### config.mk
export PLATFORM = sky130hd
export DESIGN_NAME = div_seq_ctrl_flat
export DESIGN_NICKNAME = d
export VERILOG_FILES = /design/src/rtl/div_seq_ctrl_pkg.sv /design/src/rtl/div_seq_ctrl_if.sv /design/src/rtl/div_seq_ctrl.sv /design/src/flat_wrapper.sv
export SDC_FILE = /design/constraint.sdc
export NUM_CORES = 1
export LEC_CHECK = 0
export CORE_ASPECT_RATIO = 1.25
export CORE_MARGIN = 3
export CORE_UTILIZATION = 40
export DETAILED_ROUTE_END_ITERATION = 7
export HOLD_SLACK_MARGIN = 0.05
export PLACE_DENSITY_LB_ADDON = 0.1
export SLEW_MARGIN = 20
export SYNTH_ARGS = -nofsm -noshare
export SYNTH_HDL_FRONTEND = slang
export SYNTH_SLANG_ARGS = --single-unit
### constraint.sdc
create_clock -name clk -period 6.9 [get_ports clk]
set_input_delay 2.07 -clock clk [delete_from_list [all_inputs] [get_ports clk]]
set_output_delay 2.07 -clock clk [all_outputs]
set_load 0.02 [all_outputs]
### src/rtl/div_seq_ctrl_pkg.sv
// Shared constants, state encoding and decode helper for the E-stage divide sequencer.
package div_seq_ctrl_pkg;

  localparam logic [4:0]  DIV_CONTROL  = 5'b11010;
  localparam logic [4:0]  DIVU_CONTROL = 5'b11011;
  localparam logic [31:0] ZERO_WORD    = 32'h0000_0000;

  localparam int DIV_TIMEOUT = 40;
  localparam int DIV_CNT_W   = 6;

  typedef enum logic [1:0] {
    DIVS_IDLE = 2'd0,
    DIVS_BUSY = 2'd1,
    DIVS_DONE = 2'd2,
    DIVS_HOLD = 2'd3
  } divs_state_e;

  function automatic logic is_div_op(input logic en, input logic [4:0] ctrl);
    return en & ((ctrl == DIV_CONTROL) | (ctrl == DIVU_CONTROL));
  endfunction

endpackage

### src/rtl/div_seq_ctrl_if.sv
// Signal bundle between the divide sequencer, the E-stage pipeline, the divider and HI/LO.
interface div_seq_ctrl_if;

  logic        en_i;
  logic [4:0]  alucontrol_i;
  logic [31:0] a_i;
  logic [31:0] b_i;
  logic        flush_i;
  logic        ext_stall_i;
  logic        div_ready_i;
  logic [63:0] div_result_i;

  logic        div_start_o;
  logic        div_signed_o;
  logic [31:0] div_a_o;
  logic [31:0] div_b_o;
  logic        div_annul_o;
  logic        stall_o;
  logic        hilo_we_o;
  logic [63:0] hilo_o;
  logic        timeout_o;

  modport slave (
    input  en_i, alucontrol_i, a_i, b_i, flush_i, ext_stall_i, div_ready_i, div_result_i,
    output div_start_o, div_signed_o, div_a_o, div_b_o, div_annul_o, stall_o,
           hilo_we_o, hilo_o, timeout_o
  );

  modport master (
    output en_i, alucontrol_i, a_i, b_i, flush_i, ext_stall_i, div_ready_i, div_result_i,
    input  div_start_o, div_signed_o, div_a_o, div_b_o, div_annul_o, stall_o,
           hilo_we_o, hilo_o, timeout_o
  );

endinterface

### src/rtl/div_seq_ctrl.sv
// E-stage DIV/DIVU sequencer: latches operands, holds the divider start, stalls the pipe
// and issues a single HI/LO write, with flush, divide-by-zero and watchdog abort handling.
module div_seq_ctrl
  import div_seq_ctrl_pkg::*;
#(
  parameter int TIMEOUT = DIV_TIMEOUT,
  parameter int CNT_W   = DIV_CNT_W
) (
  input  logic            clk,
  input  logic            rst,
  div_seq_ctrl_if.slave   bus
);

  localparam logic [CNT_W-1:0] CNT_LAST = CNT_W'(TIMEOUT - 1);
  localparam logic [CNT_W-1:0] CNT_SAT  = CNT_W'(TIMEOUT);
  localparam logic [CNT_W-1:0] CNT_ONE  = CNT_W'(1);

  divs_state_e      r_state;
  divs_state_e      w_state_next;
  logic [CNT_W-1:0] r_cnt;
  logic             r_signed;
  logic [31:0]      r_a;
  logic [31:0]      r_b;
  logic [63:0]      r_hilo;

  logic w_is_div;
  logic w_accept;
  logic w_capture;
  logic w_stall;
  logic w_start;
  logic w_annul;
  logic w_timeout;
  logic w_hilo_we;

  assign w_is_div = is_div_op(bus.en_i, bus.alucontrol_i);

  always_comb begin
    w_state_next = r_state;
    w_accept     = 1'b0;
    w_capture    = 1'b0;
    w_stall      = 1'b0;
    w_start      = 1'b0;
    w_annul      = 1'b0;
    w_timeout    = 1'b0;
    w_hilo_we    = 1'b0;
    case (r_state)
      DIVS_IDLE: begin
        // A zero divisor never starts the divider; HOLD blocks re-issue while E is frozen.
        if (w_is_div && !bus.flush_i) begin
          w_stall = 1'b1;
          if (bus.b_i == ZERO_WORD) begin
            w_state_next = DIVS_HOLD;
          end else begin
            w_accept     = 1'b1;
            w_state_next = DIVS_BUSY;
          end
        end
      end
      DIVS_BUSY: begin
        w_start = 1'b1;
        w_stall = 1'b1;
        if (bus.flush_i) begin
          w_annul      = 1'b1;
          w_state_next = DIVS_IDLE;
        end else if (bus.div_ready_i) begin
          w_capture    = 1'b1;
          w_state_next = DIVS_DONE;
        end else if (r_cnt == CNT_LAST) begin
          w_annul      = 1'b1;
          w_timeout    = 1'b1;
          w_state_next = DIVS_IDLE;
        end
      end
      DIVS_DONE: begin
        w_hilo_we    = !bus.flush_i;
        w_state_next = bus.ext_stall_i ? DIVS_HOLD : DIVS_IDLE;
      end
      DIVS_HOLD: begin
        if (!bus.ext_stall_i || bus.flush_i) begin
          w_state_next = DIVS_IDLE;
        end
      end
      default: w_state_next = DIVS_IDLE;
    endcase
  end

  always_ff @(posedge clk or posedge rst) begin
    if (rst) begin
      r_state  <= DIVS_IDLE;
      r_cnt    <= '0;
      r_signed <= 1'b0;
      r_a      <= '0;
      r_b      <= '0;
      r_hilo   <= '0;
    end else begin
      r_state <= w_state_next;
      if (w_accept) begin
        r_a      <= bus.a_i;
        r_b      <= bus.b_i;
        r_signed <= (bus.alucontrol_i == DIV_CONTROL);
        r_cnt    <= '0;
      end else if (r_state == DIVS_BUSY && r_cnt != CNT_SAT) begin
        r_cnt <= r_cnt + CNT_ONE;
      end
      if (w_capture) begin
        r_hilo <= bus.div_result_i;
      end
    end
  end

  assign bus.div_start_o  = w_start;
  assign bus.div_signed_o = r_signed;
  assign bus.div_a_o      = r_a;
  assign bus.div_b_o      = r_b;
  assign bus.div_annul_o  = w_annul;
  assign bus.stall_o      = w_stall;
  assign bus.hilo_we_o    = w_hilo_we;
  assign bus.hilo_o       = r_hilo;
  assign bus.timeout_o    = w_timeout;

endmodule
### src/flat_wrapper.sv
// flat-port wrapper written by rule: the top's interface ports become plain ports
module div_seq_ctrl_flat import div_seq_ctrl_pkg::*;
#(
  parameter int TIMEOUT = DIV_TIMEOUT,
  parameter int CNT_W   = DIV_CNT_W
)
  (clk, rst, bus_en_i, bus_alucontrol_i, bus_a_i, bus_b_i, bus_flush_i, bus_ext_stall_i, bus_div_ready_i, bus_div_result_i, bus_div_start_o, bus_div_signed_o, bus_div_a_o, bus_div_b_o, bus_div_annul_o, bus_stall_o, bus_hilo_we_o, bus_hilo_o, bus_timeout_o);
  div_seq_ctrl_if bus_i ();
  input  logic clk;
  input  logic rst;
  input wire logic [$bits(bus_i.en_i)-1:0] bus_en_i;
  input wire logic [$bits(bus_i.alucontrol_i)-1:0] bus_alucontrol_i;
  input wire logic [$bits(bus_i.a_i)-1:0] bus_a_i;
  input wire logic [$bits(bus_i.b_i)-1:0] bus_b_i;
  input wire logic [$bits(bus_i.flush_i)-1:0] bus_flush_i;
  input wire logic [$bits(bus_i.ext_stall_i)-1:0] bus_ext_stall_i;
  input wire logic [$bits(bus_i.div_ready_i)-1:0] bus_div_ready_i;
  input wire logic [$bits(bus_i.div_result_i)-1:0] bus_div_result_i;
  output wire logic [$bits(bus_i.div_start_o)-1:0] bus_div_start_o;
  output wire logic [$bits(bus_i.div_signed_o)-1:0] bus_div_signed_o;
  output wire logic [$bits(bus_i.div_a_o)-1:0] bus_div_a_o;
  output wire logic [$bits(bus_i.div_b_o)-1:0] bus_div_b_o;
  output wire logic [$bits(bus_i.div_annul_o)-1:0] bus_div_annul_o;
  output wire logic [$bits(bus_i.stall_o)-1:0] bus_stall_o;
  output wire logic [$bits(bus_i.hilo_we_o)-1:0] bus_hilo_we_o;
  output wire logic [$bits(bus_i.hilo_o)-1:0] bus_hilo_o;
  output wire logic [$bits(bus_i.timeout_o)-1:0] bus_timeout_o;
  assign bus_i.en_i = bus_en_i;
  assign bus_i.alucontrol_i = bus_alucontrol_i;
  assign bus_i.a_i = bus_a_i;
  assign bus_i.b_i = bus_b_i;
  assign bus_i.flush_i = bus_flush_i;
  assign bus_i.ext_stall_i = bus_ext_stall_i;
  assign bus_i.div_ready_i = bus_div_ready_i;
  assign bus_i.div_result_i = bus_div_result_i;
  assign bus_div_start_o = bus_i.div_start_o;
  assign bus_div_signed_o = bus_i.div_signed_o;
  assign bus_div_a_o = bus_i.div_a_o;
  assign bus_div_b_o = bus_i.div_b_o;
  assign bus_div_annul_o = bus_i.div_annul_o;
  assign bus_stall_o = bus_i.stall_o;
  assign bus_hilo_we_o = bus_i.hilo_we_o;
  assign bus_hilo_o = bus_i.hilo_o;
  assign bus_timeout_o = bus_i.timeout_o;
  div_seq_ctrl #(.TIMEOUT(TIMEOUT), .CNT_W(CNT_W)) u_core (.clk(clk), .rst(rst), .bus(bus_i));
endmodule
==> results.yml <==
detailed_routing:
  wl_per_cell_um: 17.7
  drtAntennaViolNets: 0
  wl_um: 14200
  vias: 3899
  firstDrtPassIters: 5
  drc: 0
  drt_iter0_markers: 76
  vias_per_cell: 4.84
sta:
  worst_pin_slew_ns: 0.863
  max_freq_mhz: 170
  finClkSkew_ns: 0.00638
  slew_violations: 0
  fin_crit_ns: 5.87
  tns_ns: 0
  setup_violations: 0
  post-route-period-util: 0.850
  rsz0062_at_grt: "no"
  finalHoldViolCount: 0
  slew_headroom: 0.422
worst_setup_path:
  worst-setup-path-type: "primary input to output port"
  end_kind: "output port"
  r2r_cells: 4
  required_ns: 4.83
  worstPathMaxFanout: 3
  arrival_ns: 3.80
  cp-start-kind: "primary input"
yosys:
  synth_seq_cells: 137
  synth_nets: 484
  yosys_warnings: 0
  synth.distinct_cells: 31
  syn_avg_cell_area_um2: 15.8
  synth-seq-area-share: 0.631
  synthCells: 343
  netlist.area_leader.share: 0.631
  synth_area_leaders: "dfrtp_1 (63%), mux2_2 (24%), mux2_1 (2.5%), buf_6 (1.5%), nor4_1 (1.2%)"
  synth_area_um2: 5430
  synth_area_leader_cell: "dfrtp_1"
grt:
  grt_max_degree: 98
  grt_first_pass_wirelength_um: 21200
  grt-ovfl-total: 0
  antenna_found_initial: 0
  grt_pass1_vias: 4104
  grtUsageTotal: 0.189
placed_design:
  hpwl_um: 10700
  dp.cells: 775
  port_buffers: 272
  place.gp.congestion: 0.836
  postPlaceCellArea_um2: 8280
final_layout:
  nets: 764
  antenna_cells: 0
  fin_util: 0.669
  fin_area_um2: 8890
  final_cell_mix: "clkdlybuf4s50_1 (272), dfrtp_1 (137), mux2_2 (118), clkbuf_16 (17), mux2_1 (12)"
  final_common_cell: "clkdlybuf4s50_1"
  instances_no_fill: 805
  area_delta_synth_final_pct: 63.7
  drive_above_1_share: 0.248
clock_network:
  cts_inserted_buffers: 17
  path_clk_slew_ns: 0.06
  ctsHtreeMaxLevel: 4
  cts_buffer_depth: 2
  hold_buffers: 0
  cts_setup_buffers: 0
  cts_resized: 0
  cts_tree: "done"
  cts_root_buf: "clkbuf_16"
  clk_latency_ns: 0.41
  clock-sinks: 137
min_path:
  hold_path_class: "flip-flop to flip-flop"
  min_path_cells: 1
floorplan:
  core_region_area_um2: 13300
  die_h_um: 136
  die_x_um: 110
  num_rows: 47
  die_area_um2: 15000
  ios: 273
  initial_core_util: 0.409
power_and_ir_drop:
  power_mw: 2.67
  powerDensity_nw_per_um2: 300
  cellLeakagePower_nw: 3.92
  peakVddDrop_v: 0.000166
run:
  maxCapViolCount: 0
outcome:
  status: "finished clean"
Yosys cell counts, drive strengths merged:
| master | n |
|---|---|
| nand2b | 1 |
| o211ai | 2 |
| dfrtp | 137 |
| a211o | 1 |
| and2 | 5 |
| nor2 | 5 |
| inv | 4 |
| xnor2 | 4 |
| nor3 | 1 |
| nor4 | 10 |
| ha | 2 |
| nand4 | 4 |
| nor4bb | 2 |
| nand3b | 1 |
| a21oi | 2 |
| and3 | 1 |
| buf | 14 |
| mux2 | 130 |
| or3b | 1 |
| nand2 | 7 |
| clkbuf | 1 |
| o21a | 2 |
| o311a | 1 |
| a21boi | 1 |
| nor3b | 3 |
| nand4b | 1 |
per-stage QoR:
| stage | hold WS (ns) | worst slack [ns] |
|---|---|---|
| floorplan | 0.558 | 1.16 |
| global placement | 0.472 | 1.05 |
| detailed placement | 0.481 | 1.02 |
| CTS | 0.494 | 1.02 |
| global route | 0.501 | 0.911 |
| finish | 0.489 | 1.03 |
routing by layer:
| layer | GRT usage | vias to the layer above | routed length (um) |
|---|---|---|---|
| li1 | - | 1798 | - |
| met1 | 0.198 | 1924 | 4850 |
| met2 | 0.331 | 155 | 7710 |
| met3 | 0.0779 | 22 | 1340 |
| met4 | 0.0746 | 0 | 349 |
| met5 | 0 | - | 0 |
worst max-delay path: stages:
cell and delay (ns):
clkdlybuf4s50_1 0.39, nand4b_1 0.24, nor3b_2 0.34, nor2_1 0.07, nor2_1 0.09, clkdlybuf4s50_1 0.61
cell families after synthesis:
family | count (synthesis) | share of synthesized area
compound gates | 9 | 0.0147
xor+xnor | 4 | 0.00645
fa+ha+maj | 2 | 0.00461
buf+inv | 19 | 0.0267
flops | 137 | 0.631
mux | 130 | 0.270
simple gates | 42 | 0.0468
state kept, by name, summed over array words and instances (netlist names):
name	cells
u_core.r_cnt	6
u_core.bus.div_b_o	32
u_core.bus.hilo_o	64
u_core.bus.div_a_o	32
u_core.bus.div_signed_o	1
u_core.r_state	2
final cells by class:
type	count	area (um2)
timing repair buffer	276	2750
fill	1038	4400
sequential	137	3430
clock buffer	18	439
inverter	4	20.0
multi-input combinational	187	1860
clock inverter	12	175
tap	171	214
path summary, 6_finish.rpt:
check | start | to | slack [ns]
setup / recovery | bus_alucontrol_i[2] | bus_stall_o | 1.03
hold / removal | u_core.bus.div_a_o[3]$_DFFE_PP0P_ | u_core.bus.div_a_o[3]$_DFFE_PP0P_ | 0.49
setup reg to reg | u_core.r_state[1]$_DFFE_PP0P_ | u_core.bus.hilo_o[21]$_DFFE_PP0P_ | 4.16
hold reg to reg | u_core.bus.div_a_o[3]$_DFFE_PP0P_ | u_core.bus.div_a_o[3]$_DFFE_PP0P_ | 0.49
max in group asynchronous | rst | u_core.bus.div_a_o[11]$_DFFE_PP0P_ | 3.59
min in group asynchronous | rst | u_core.bus.div_a_o[29]$_DFFE_PP0P_ | 2.21
where the power goes:
group | switching [mW] | internal (mW)
clock network | 0.333 | 0.609
registers | 0.0720 | 0.945
logic | 0.316 | 0.396
total | 0.721 | 1.95
Note: power is estimated with default switching activity, not from simulation.
